`src/rtl/mem_pkg.sv`:
```
// Shared definitions for the data-memory SRAM controller: FSM states,
// default data-memory base and the byte-to-word address mapping.
package mem_pkg;

    typedef enum logic [1:0] {
        ST_IDLE,
        ST_LOW,
        ST_HIGH,
        ST_DONE
    } sram_state_e;

    localparam logic [31:0] SRAM_BASE_ADDR = 32'd1024;
    localparam int unsigned PHASE_CNT_W    = 4;

    // Out-of-range offsets wrap silently; only the low 17 word bits reach the SRAM.
    function automatic logic [16:0] word_index(input logic [31:0] addr, input logic [31:0] base);
        return 17'((addr - base) >> 2);
    endfunction

endpackage

```
`src/rtl/sram_phase_counter.sv`:
```
// Phase timer: clear has priority over enable, tc_o flags the last cycle of a phase.
module sram_phase_counter
    import mem_pkg::*;
#(
    parameter int unsigned PHASE_CYCLES = 2
) (
    input  logic clk_i,
    input  logic rst_i,
    input  logic clr_i,
    input  logic en_i,
    output logic tc_o
);

    localparam logic [PHASE_CNT_W-1:0] LAST = PHASE_CNT_W'(PHASE_CYCLES - 1);

    logic [PHASE_CNT_W-1:0] cnt_q, cnt_d;

    always_comb begin
        cnt_d = cnt_q;
        if (clr_i) begin
            cnt_d = '0;
        end else if (en_i) begin
            cnt_d = cnt_q + PHASE_CNT_W'(1);
        end
    end

    always_ff @(posedge clk_i or posedge rst_i) begin
        if (rst_i) begin
            cnt_q <= '0;
        end else begin
            cnt_q <= cnt_d;
        end
    end

    assign tc_o = (cnt_q == LAST);

endmodule

```
`src/rtl/sram_ctrl.sv`:
```
// MEM-stage controller that splits each 32-bit load/store into two
// 16-bit SRAM phases (low half, then high half) and stalls the pipeline meanwhile.
module sram_ctrl
    import mem_pkg::*;
#(
    parameter int unsigned PHASE_CYCLES = 2,
    parameter logic [31:0] BASE_ADDR    = SRAM_BASE_ADDR
) (
    input  logic        clk,
    input  logic        rst,
    input  logic        wr_en,
    input  logic        rd_en,
    input  logic [31:0] address,
    input  logic [31:0] write_data,
    output logic [31:0] read_data,
    output logic        ready,
    output logic [17:0] sram_addr,
    output logic [15:0] sram_dq_out,
    output logic        sram_dq_oe,
    input  logic [15:0] sram_dq_in,
    output logic        sram_we_n
);

    sram_state_e state_q, state_d;
    logic        is_wr_q, is_wr_d;
    logic [31:0] addr_q, addr_d;
    logic [31:0] wdata_q, wdata_d;
    logic [31:0] rdata_q, rdata_d;
    logic        cnt_clr, cnt_en, tc;
    logic [16:0] word;

    assign word      = word_index(addr_q, BASE_ADDR);
    assign read_data = rdata_q;

    sram_phase_counter #(
        .PHASE_CYCLES(PHASE_CYCLES)
    ) u_phase_cnt (
        .clk_i (clk),
        .rst_i (rst),
        .clr_i (cnt_clr),
        .en_i  (cnt_en),
        .tc_o  (tc)
    );

    always_comb begin
        state_d     = state_q;
        is_wr_d     = is_wr_q;
        addr_d      = addr_q;
        wdata_d     = wdata_q;
        rdata_d     = rdata_q;
        sram_addr   = '0;
        sram_dq_out = '0;
        sram_dq_oe  = 1'b0;
        sram_we_n   = 1'b1;
        ready       = 1'b0;
        cnt_clr     = 1'b1;
        cnt_en      = 1'b0;

        case (state_q)
            ST_IDLE: begin
                if (wr_en || rd_en) begin
                    is_wr_d = wr_en;
                    addr_d  = address;
                    wdata_d = write_data;
                    state_d = ST_LOW;
                end else begin
                    ready = 1'b1;
                end
            end
            ST_LOW: begin
                cnt_en    = 1'b1;
                cnt_clr   = tc;
                sram_addr = {word, 1'b0};
                // Strobe released on the final phase cycle to hold address/data.
                if (is_wr_q) begin
                    sram_dq_oe  = 1'b1;
                    sram_dq_out = wdata_q[15:0];
                    sram_we_n   = tc;
                end else if (tc) begin
                    rdata_d[15:0] = sram_dq_in;
                end
                if (tc) begin
                    state_d = ST_HIGH;
                end
            end
            ST_HIGH: begin
                cnt_en    = 1'b1;
                cnt_clr   = tc;
                sram_addr = {word, 1'b1};
                if (is_wr_q) begin
                    sram_dq_oe  = 1'b1;
                    sram_dq_out = wdata_q[31:16];
                    sram_we_n   = tc;
                end else if (tc) begin
                    rdata_d[31:16] = sram_dq_in;
                end
                if (tc) begin
                    state_d = ST_DONE;
                end
            end
            ST_DONE: begin
                ready   = 1'b1;
                state_d = ST_IDLE;
            end
            default: begin
                state_d = ST_IDLE;
            end
        endcase

        if (rst) begin
            ready = 1'b1;
        end
    end

    always_ff @(posedge clk or posedge rst) begin
        if (rst) begin
            state_q <= ST_IDLE;
            is_wr_q <= 1'b0;
            addr_q  <= '0;
            wdata_q <= '0;
            rdata_q <= '0;
        end else begin
            state_q <= state_d;
            is_wr_q <= is_wr_d;
            addr_q  <= addr_d;
            wdata_q <= wdata_d;
            rdata_q <= rdata_d;
        end
    end

endmodule

```
`config.mk`:
```
export PLATFORM = sky130hd
export DESIGN_NAME = sram_ctrl
export DESIGN_NICKNAME = d
export VERILOG_FILES = /design/src/rtl/mem_pkg.sv /design/src/rtl/sram_phase_counter.sv /design/src/rtl/sram_ctrl.sv
export SDC_FILE = /design/constraint.sdc
export NUM_CORES = 1
export LEC_CHECK = 0
export ABC_AREA = 1
export BUFFER_PORTS_ARGS = -buffer_cell sky130_fd_sc_hd__buf_2
export CAP_MARGIN = 0
export CORE_AREA = 2 2 107 109
export DETAILED_ROUTE_END_ITERATION = 8
export DIE_AREA = 0 0 109 111
export GPL_TIMING_DRIVEN = 0
export PLACE_DENSITY = 0.66
export RECOVER_POWER = 100
export SKIP_LAST_GASP = 1
export SYNTH_ARGS = -nofsm -noshare
export SYNTH_HDL_FRONTEND = slang
export SYNTH_SLANG_ARGS = --single-unit
```
`constraint.sdc`:
```
create_clock -name clk -period 3.22 [get_ports clk]
set_input_delay 0.322 -clock clk [delete_from_list [all_inputs] [get_ports clk]]
set_output_delay 0.322 -clock clk [all_outputs]
set_load 0.01 [all_outputs]
```
**Yosys cells after proc, flatten, opt, wreduce, memory -nomap -nowiden**

Index checks and enable logic that the tools add are counted.

- Register bits: 90
- Input bits: 84
- Output and inout bits: 69
- Logic and storage cells: 44

- Add/sub/neg operators: 2
- Eq/ne operators: 7
- Muxes and demuxes: 19
- Bitwise logic cells: 1
- Reductions and logical operators: 8

Operator list:

| cell | count |
|---|---|
| one-hot mux 18 bit (2 select lines) | 1 |
| 2-to-1 mux 16 bit | 2 |
| one-hot mux 16 bit (2 select lines) | 1 |
| subtractor 19 x 11 -> 19 bit, second input constant | 1 |
| AND reduction 3 bit | 3 |
| 2-to-1 mux 1 bit | 8 |
| 2-to-1 mux 4 bit | 2 |
| one-hot mux 2 bit (4 select lines) | 1 |
| 2-to-1 mux 2 bit | 3 |
| != test 2 bit, second input constant | 3 |
| adder 4 x 1 -> 4 bit, second input constant | 1 |
| == test 2 bit, second input constant | 2 |
| == test 4 x 1 -> 1 bit, second input constant | 1 |
| == test 2 x 1 -> 1 bit, second input constant | 1 |
| logical NOT 2 bit | 1 |
| one-hot mux 1 bit (2 select lines) | 1 |
| AND reduction 2 bit | 1 |
| nonzero test 2 bit | 1 |
| OR reduction 2 bit | 1 |
| logical OR 1 bit | 1 |
| inverter 1 bit | 1 |

**Logic depth before layout (Yosys ltp)**

Gate-level depths: netlist of run 1.

- Depth after elaboration: 5
- Mapped depth: 9
- Depth with buffers taken out: 8

**Cells and area by module**

Synthesis of run 1 repeated with hierarchy kept, for this count alone.

- Cell total of the unflattened synthesis: 495
- Area total of the unflattened synthesis: 4093.9 um^2

Modules (own cells, without submodules):

| module | instances | cells an instance | area each (um^2) | seq. area each (um^2) |
|---|---|---|---|---|
| sram_ctrl | 1 | 469 | 3878.7 | 2102.0 |
| sram_phase_counter | 1 | 26 | 215.2 | 100.1 |

**Worst setup path after synthesis of run 1**

No wires, ideal clock.

- Kind: input to output
- Start: input rst
- End: output ready
- Data arrival time: 2492 ps
- Data required time: 2898 ps
- Setup slack: 406 ps
- Cell stages on the path: 2
- Buffers on the path: 0
- Cell sequence: inv_1 -> nand2_1

- Cells in the longest elaborated chain, start to end: 1

Ends and longest elaborated chain:

| what | line | source |
|---|---|---|
| start: declaration | sram_ctrl.sv:10 | `input logic rst,` |
| 2-to-1 mux 1 bit | sram_ctrl.sv:110 | `if (rst) begin` |
| end: declaration | sram_ctrl.sv:16 | `output logic ready,` |

Every way passes these cells.

**Worst setup path after layout of run 1**

- Start: register state_q[0]
- End: output sram_addr[10]

- Cells in the longest elaborated chain, start to end: 2
- Elaborated cells on any way between the ends: 3
- Those cells by class: eq/ne (2); mux (1)

Ends and longest elaborated chain:

| what | line | source |
|---|---|---|
| start: declaration | sram_ctrl.sv:24 | `sram_state_e state_q, state_d;` |
| start signal: assignment | sram_ctrl.sv:123 | `state_q <= state_d;` |
| == test 2 bit / == test 2 x 1 -> 1 bit (equally long branches) | sram_ctrl.sv:59 | `case (state_q)` |
| one-hot mux 18 bit (2 select lines) * | sram_ctrl.sv:59 |  |
| end: declaration | sram_ctrl.sv:17 | `output logic [17:0] sram_addr,` |

Mark *: on every way between the ends. The rest lies on a longest branch, timed or not.

==> results of run 1 <==
## cells in the final DEF (no fill, tap or decap), types with 2 or more instances in the layout
cell type / instances
a21oi_1: 37
buf_1: 3
buf_2: 79
buf_6: 3
clkbuf_1: 78
clkbuf_16: 9
clkbuf_8: 2
clkinvlp_4: 2
dfrtp_1: 88
ha_1: 8
inv_1: 40
inv_2: 5
inv_4: 2
nand2_1: 126
nand2_2: 30
nand3_1: 39
nor2_1: 36
nor2_2: 11
o21ai_0: 28
o21ai_1: 2
o21ai_2: 8
or2_2: 2
## power groups by stage
stage	clock network [mW]	registers (mW)	logic [mW]
3_3_place_gp	0	1.97	2.56
4_1_cts	1.11	1.97	2.63
3_5_place_dp	0	1.98	2.62
2_1_floorplan	0	2.03	1.70
5_1_grt	1.16	2.05	2.64
6_report	1.08	1.98	2.31
## through the flow
| step | hold slack [ns] | TNS, ns | cells | cell area, µm² |
|---|---|---|---|---|
| detailed placement | 0.376 | 0 | 773 | 5190 |
| CTS | 0.0177 | 0 | 789 | 5510 |
| global route | 0.0400 | 0 | 789 | 5260 |
| finish | -0.00241 | 0 | 789 | 5260 |
| floorplan | 0.442 | 0 | 492 | 4300 |
| global placement | 0.455 | -42.14 | 772 | 5160 |
## layout make-up
| type | count | area (µm²) |
|---|---|---|
| Sequential cell | 88 | 2200 |
| Tap cell | 143 | 179 |
| Fill cell | 1154 | 5820 |
| Clock buffer | 11 | 253 |
| Multi-Input combinational cell | 331 | 1620 |
| Inverter | 47 | 181 |
| Buffer | 26 | 124 |
| Clock inverter | 5 | 62.6 |
| Timing Repair Buffer | 138 | 637 |
## metal layers
layer	GRT usage [%]	wire [µm]	vias to the layer above
li1	-	-	1835
met1	25.8	5020	1701
met2	27.9	4780	108
met3	3.17	575	7
met4	5.64	106	0
met5	0	0	-
## logic make-up (layout without fill, tap and decap cells)
group                      count (synthesis)  in the layout  share of synthesized area [%]
and+or+nand+nor                          245            245                           25.7
DFF                                       88             88                           51.3
AOI/OAI and AO/OA                         76             76                           11.9
buffers and inverters                     73            227                           8.39
adders and majority gates                  8              8                           2.33
xor gates and xnor gates                   2              2                          0.408
## flip-flops by register name (all words and copies together) (netlist names)
| register | count |
|---|---|
| is_wr_q | 1 |
| read_data | 32 |
| state_q | 2 |
| addr_q | 17 |
| wdata_q | 32 |
| u_phase_cnt.cnt_q | 4 |
## path summary, 6_finish.rpt
path,cells past startpoint,endpoint,slack (ns)
worst min register to register,2,wdata_q[25],0.47
worst min-delay path,2,wdata_q[25],-0.002
max in group asynchronous,3,addr_q[18],2.59
worst max register to register,8,wdata_q[15],1.02
min in group clk,3,wdata_q[25],0.22
worst max-delay path,9,sram_addr[10],0.55
==> impl_results.md, run 1 <==
* Status: finished, violations left
* Failing checks: negative hold slack
* Top Family by Delay on Critical Path: buffers and inverters
* CTS Buf Count at 9
* Yosys top cell area share at slightly above 50%
* Clock Path Buffers at 2
* Diodes inserted at 0
* Crit path buffers/inverters at 6
* Latest clock arrival within the worst-skew pair at 0.34 ns
* CTS tree: yes
* Hold Violations, Final at 1
* Total power at 5.37 mW
* Number of global-route vias before repair at approximately 3.6k
* Top post-synthesis cells by area: dfrtp_1 51%, nand2_1 11%, o21ai_2 6.5%
* Clk pwr share at 20.2%
* Pins Over Slew Limit at 0
* H-tree Lvls at 3
* GRT overflow at 0
* Synth-to-Final Area Change at 22.3%
* Flops & latches, synth at 88
* Clk_skew at 0.00811 ns
* Max stage delay on crit path at just over 0.4 ns
* Fmax at 0.375 GHz
* GRT Total Usage at 18.1%
* Asr flop ratio synth at 100%
* Top FF cell, synth: dfrtp_1
* P_leak at roughly 2.7 nW
* Post-synth EDFFs at 0
* Post-Synthesis Cells at 492
* Initial antenna violation count at 0
* RSZ-0062 raised after global routing: false
* Yosys warns at 0
* Cell row count at 39
* # nets final at 733
* CP Launch Point: state_q[0]
* Arrival @ worst endpoint at 2.35 ns
* Worst-margin pin slew at 0.743 ns
* Initial DRT Pass Iterations at 6
* Die width at 109 µm
* Syn avg cell area at 8.73 µm²
* Final setup violation count at 0
* Hold crit path type: input pin to asynchronous set/reset pin
* Crit path launch type: flip-flop
* Maximum vdd drop at 0.342 mV
* Die area at roughly 12000 µm²
* Chain of cells forming the critical path: inv_1, ha_1, clkbuf_1, inv_1, a21oi_4, inv_2, buf_6, nor2_2, clkbuf_1
* Clock Tree Root: clkbuf_16
* Sequential power share at a little under two fifths
* Period utilization at 82.8%
* Net Sw Frac at between 40% and 50%
* Logic gate share of total power at 43.1%
* Switch Pwr at 2.27 mW
* # Max-Cap Violations at 0
* Drt wl/cell at ~13 µm
* Dpl ws at 1.22 ns
* Core area at 11100 µm²
* RePlAce Congestion at between 0.8 and 0.9
* CTS sink cnt at 88
* Post-CTS Setup Bufs at 0
* Fraction of layout cells with a size suffix above 1 at between 20% and 30%
* DRT iter0 DRCs at approximately 130
* Most common cell in the synthesized netlist: nand2_1
* DRT Wirelength at around 10 mm
* Mapped cell area at between 4000 and 5000 µm²
* Largest net degree at the start of global routing at 57
* Crit path kind: flip-flop to output port
* Library cells used by synthesis at 25
* Syn nets at approximately 580
* ANT nets after route at 0
* Leading area contributor after synthesis: dfrtp_1
* Crit path max-delay cell type: dfrtp_1
* Number of I/O port buffers at 137
* Max transition margin at 50.4%
* CP Capture Type: output port
* Vias per inst at 4.63
* Utilization after layout at 47.4%
* Pwr Density at 1020 nW/µm²
* Required @ worst endpoint at 2.90 ns
* HPWL Detailed at 7.82 mm
* Reg2Reg Launch Point: state_q[0]
* Pint at approximately 3.1 mW
* Hold Buf Count CTS at 0
* DRC errors left at 0
* Fin crit period at 2.67 ns
* Synth top cells by count: 125 x nand2_1, 88 x dfrtp_1, 40 x inv_1
* Sequential element share of the synthesized area at 51.3%
* Crit path max fanout at 10
* Via count at 3651
* Die H at 111 µm
* Top Ports at 153
* First-pass GRT wire length at ~17 mm
* Clk pin slew, worst setup/hold paths at 0.07 ns
* WHS at -0.00241 ns
* Final WS setup at 0.553 ns
* Post-CTS resize count at 0
* Starting Density at 38.8%
No activity file was read; power rests on OpenSTA's default activity.
==> run 2, diff against run 1 <==
==> constraint.sdc (replaced) <==
create_clock -name clk -period 2.8 [get_ports clk]
set_input_delay 0.28 -clock clk [delete_from_list [all_inputs] [get_ports clk]]
set_output_delay 0.28 -clock clk [all_outputs]
set_load 0.01 [all_outputs]
==> impl_results.md, run 2 (synthesis gave the netlist of run 1 again) <==
* Status: completed
* FF-to-FF setup slack at 0.60 ns
* Sequential power share at 36.7%
* Hold Path Origin: write_data[25]
* Initial DRT Pass Iterations at 6
* Placed standard-cell area at 5190 µm²
* Diodes inserted at 0
* Crit path launch type: flip-flop
* Largest net degree at the start of global routing at 57
* Pins Over Slew Limit at 0
* Top Metal Used: met4
* Logic gate share of total power at 43.2%
* Hold Violations, Final at 0
* HPWL Detailed at roughly 7.8 mm
* DRT iter0 DRCs at roughly 160
* DRT Wirelength at about 11 mm
* First-pass GRT wire length at about 17 mm
* GRT Total Usage at 18.1%
* CP Capture Type: output port
* Final WS setup at 0.258 ns
* Clock Path Buffers at 2
* WHS Path Cells at 3
* Hold crit path type: input pin to flip-flop
* DRC errors left at 0
* Fmax at between 0.3 and 0.4 GHz
* Die width at 109 µm
* Clk pwr share at around 20%
* Max transition margin at 50.4%
* Core area at 11100 µm²
* Area of all sequential standard cells at 2200 µm²
* Drt wl/cell at roughly 13 µm
* Starting Density at approximately 39%
* Clk_skew at 0.00694 ns
* H-tree Lvls at 3
* # nets final at 734
* Met2 wire length at 4.81 mm
* Die H at 111 µm
* CTS Buf Count at 9
* Layout fillers at about 1.2k
* Arrival @ worst endpoint at 2.26 ns
* RePlAce Congestion at about 0.82
* Reg2Reg Launch Point: state_q[0]
* R2r endpoint: wdata_q[15]
* CTS tree: yes
* Hold endpoint: wdata_q[25]
* Crit path max fanout at 10
* # Max-Cap Violations at 0
* Clock Tree Root: clkbuf_16
* Crit path kind: flip-flop to output port
* Maximum vdd drop at 0.393 mV
* Pint at 3.58 mW
* ANT nets after route at 0
* Clk pin slew, worst setup/hold paths at 0.07 ns
* Area used by multi-input combinational logic at 1620 µm²
* Most common cell after layout, fill and taps aside: nand2_1
* Number of global-route vias before repair at 3573
* Synth-to-Final Area Change at 22.7%
* P_leak at 2.66 nW
* Pwr Density at 1170 nW/µm²
* GRT overflow at 0
* Fin crit period at between 2 and 3 ns
* Net Sw Frac at 42.2%
* Number of I/O port buffers at 137
* Final instance area at about 5300 µm²
* Die area at 12100 µm²
* Commonest non-fill, non-tap cells in the layout: 126 x nand2_1, 88 x dfrtp_1, 79 x clkbuf_1, 77 x buf_2, 40 x inv_1
* Vias per inst at 4.65
* Required @ worst endpoint at 2.52 ns
* WL met3 at 624 µm
* Top Ports at 153
* Period utilization at 90.8%
* Final setup violation count at 0
* Post-CTS Setup Bufs at 0
* WHS at 0.176 ns
* Dpl ws at 0.842 ns
* Fraction of layout cells with a size suffix above 1 at 24.3%
* RSZ-0062 raised after global routing: false
* Worst-margin pin slew at about 0.74 ns
* CTS sink cnt at 88
* Worst R2R Path Depth at 8
* Met1 wire length at 4.98 mm
* Initial antenna violation count at 0
* Latest clock arrival within the worst-skew pair at 0.33 ns
* Via count at 3675
* Switch Pwr at 2.61 mW
* Cell row count at 39
[run 2: per-stage QoR]
stage / total power, mW / std cells / setup TNS (ns) / utilization (%)
global placement: 5.20 / 772 / -75.74 / 46.6
CTS: 6.56 / 790 / 0 / 49.8
detailed placement: 5.29 / 773 / 0 / 46.9
floorplan: 4.29 / 492 / 0 / -
global route: 6.74 / 790 / 0 / 47.6
finish: 6.19 / 790 / 0 / 47.6
[run 2: power by group through the flow]
stage	Combinational (mW)	Sequential (mW)	Clock [mW]
finish	2.67	2.27	1.24
global route	3.05	2.35	1.34
CTS	3.02	2.27	1.28
detailed placement	3.01	2.28	0
global placement	2.94	2.26	0
floorplan	1.95	2.33	0
[run 2: timing repair]
| action | CTS | global route |
|---|---|---|
| hold buffers | 1 | 0 |
| endpoints found under the hold margin | 33 | 0 |
| resized for setup | 0 | 0 |
[run 2: area by class of cell]
type                       count  area share, %
multi-input combinational    331           30.7
buffer                        26           2.49
clock inverter                 5           1.19
inverter                      47           3.44
sequential                    88           41.8
timing repair buffer         139           12.2
clock buffer                  11           4.80
tap                          143           3.40
[run 2: critical path: stages (launching register included)]
cell and delay [ns]:
dfrtp_1 0.41, inv_1 0.11, ha_1 0.15, clkbuf_1 0.34, clkbuf_1 0.43, nand2_1 0.09, a21oi_1 0.21, clkbuf_1 0.18
[run 2: how the worst max path moves through the flow]
stage,startpoint,end,depth (start not counted)
floorplan,rst,ready,2
global placement,rst,read_data[9],2
detailed placement,state_q[0],sram_dq_out[15],6
CTS,state_q[0],sram_dq_out[15],6
global route,state_q[1],sram_addr[8],9
finish,state_q[1],sram_dq_out[14],7
[run 2: layer usage]
layer  vias up  global-route usage, %
li1       1836                      -
met5         -                      0
met2       113                   28.0
met1      1719                   25.8
met4         0                   5.64
met3         7                   3.23
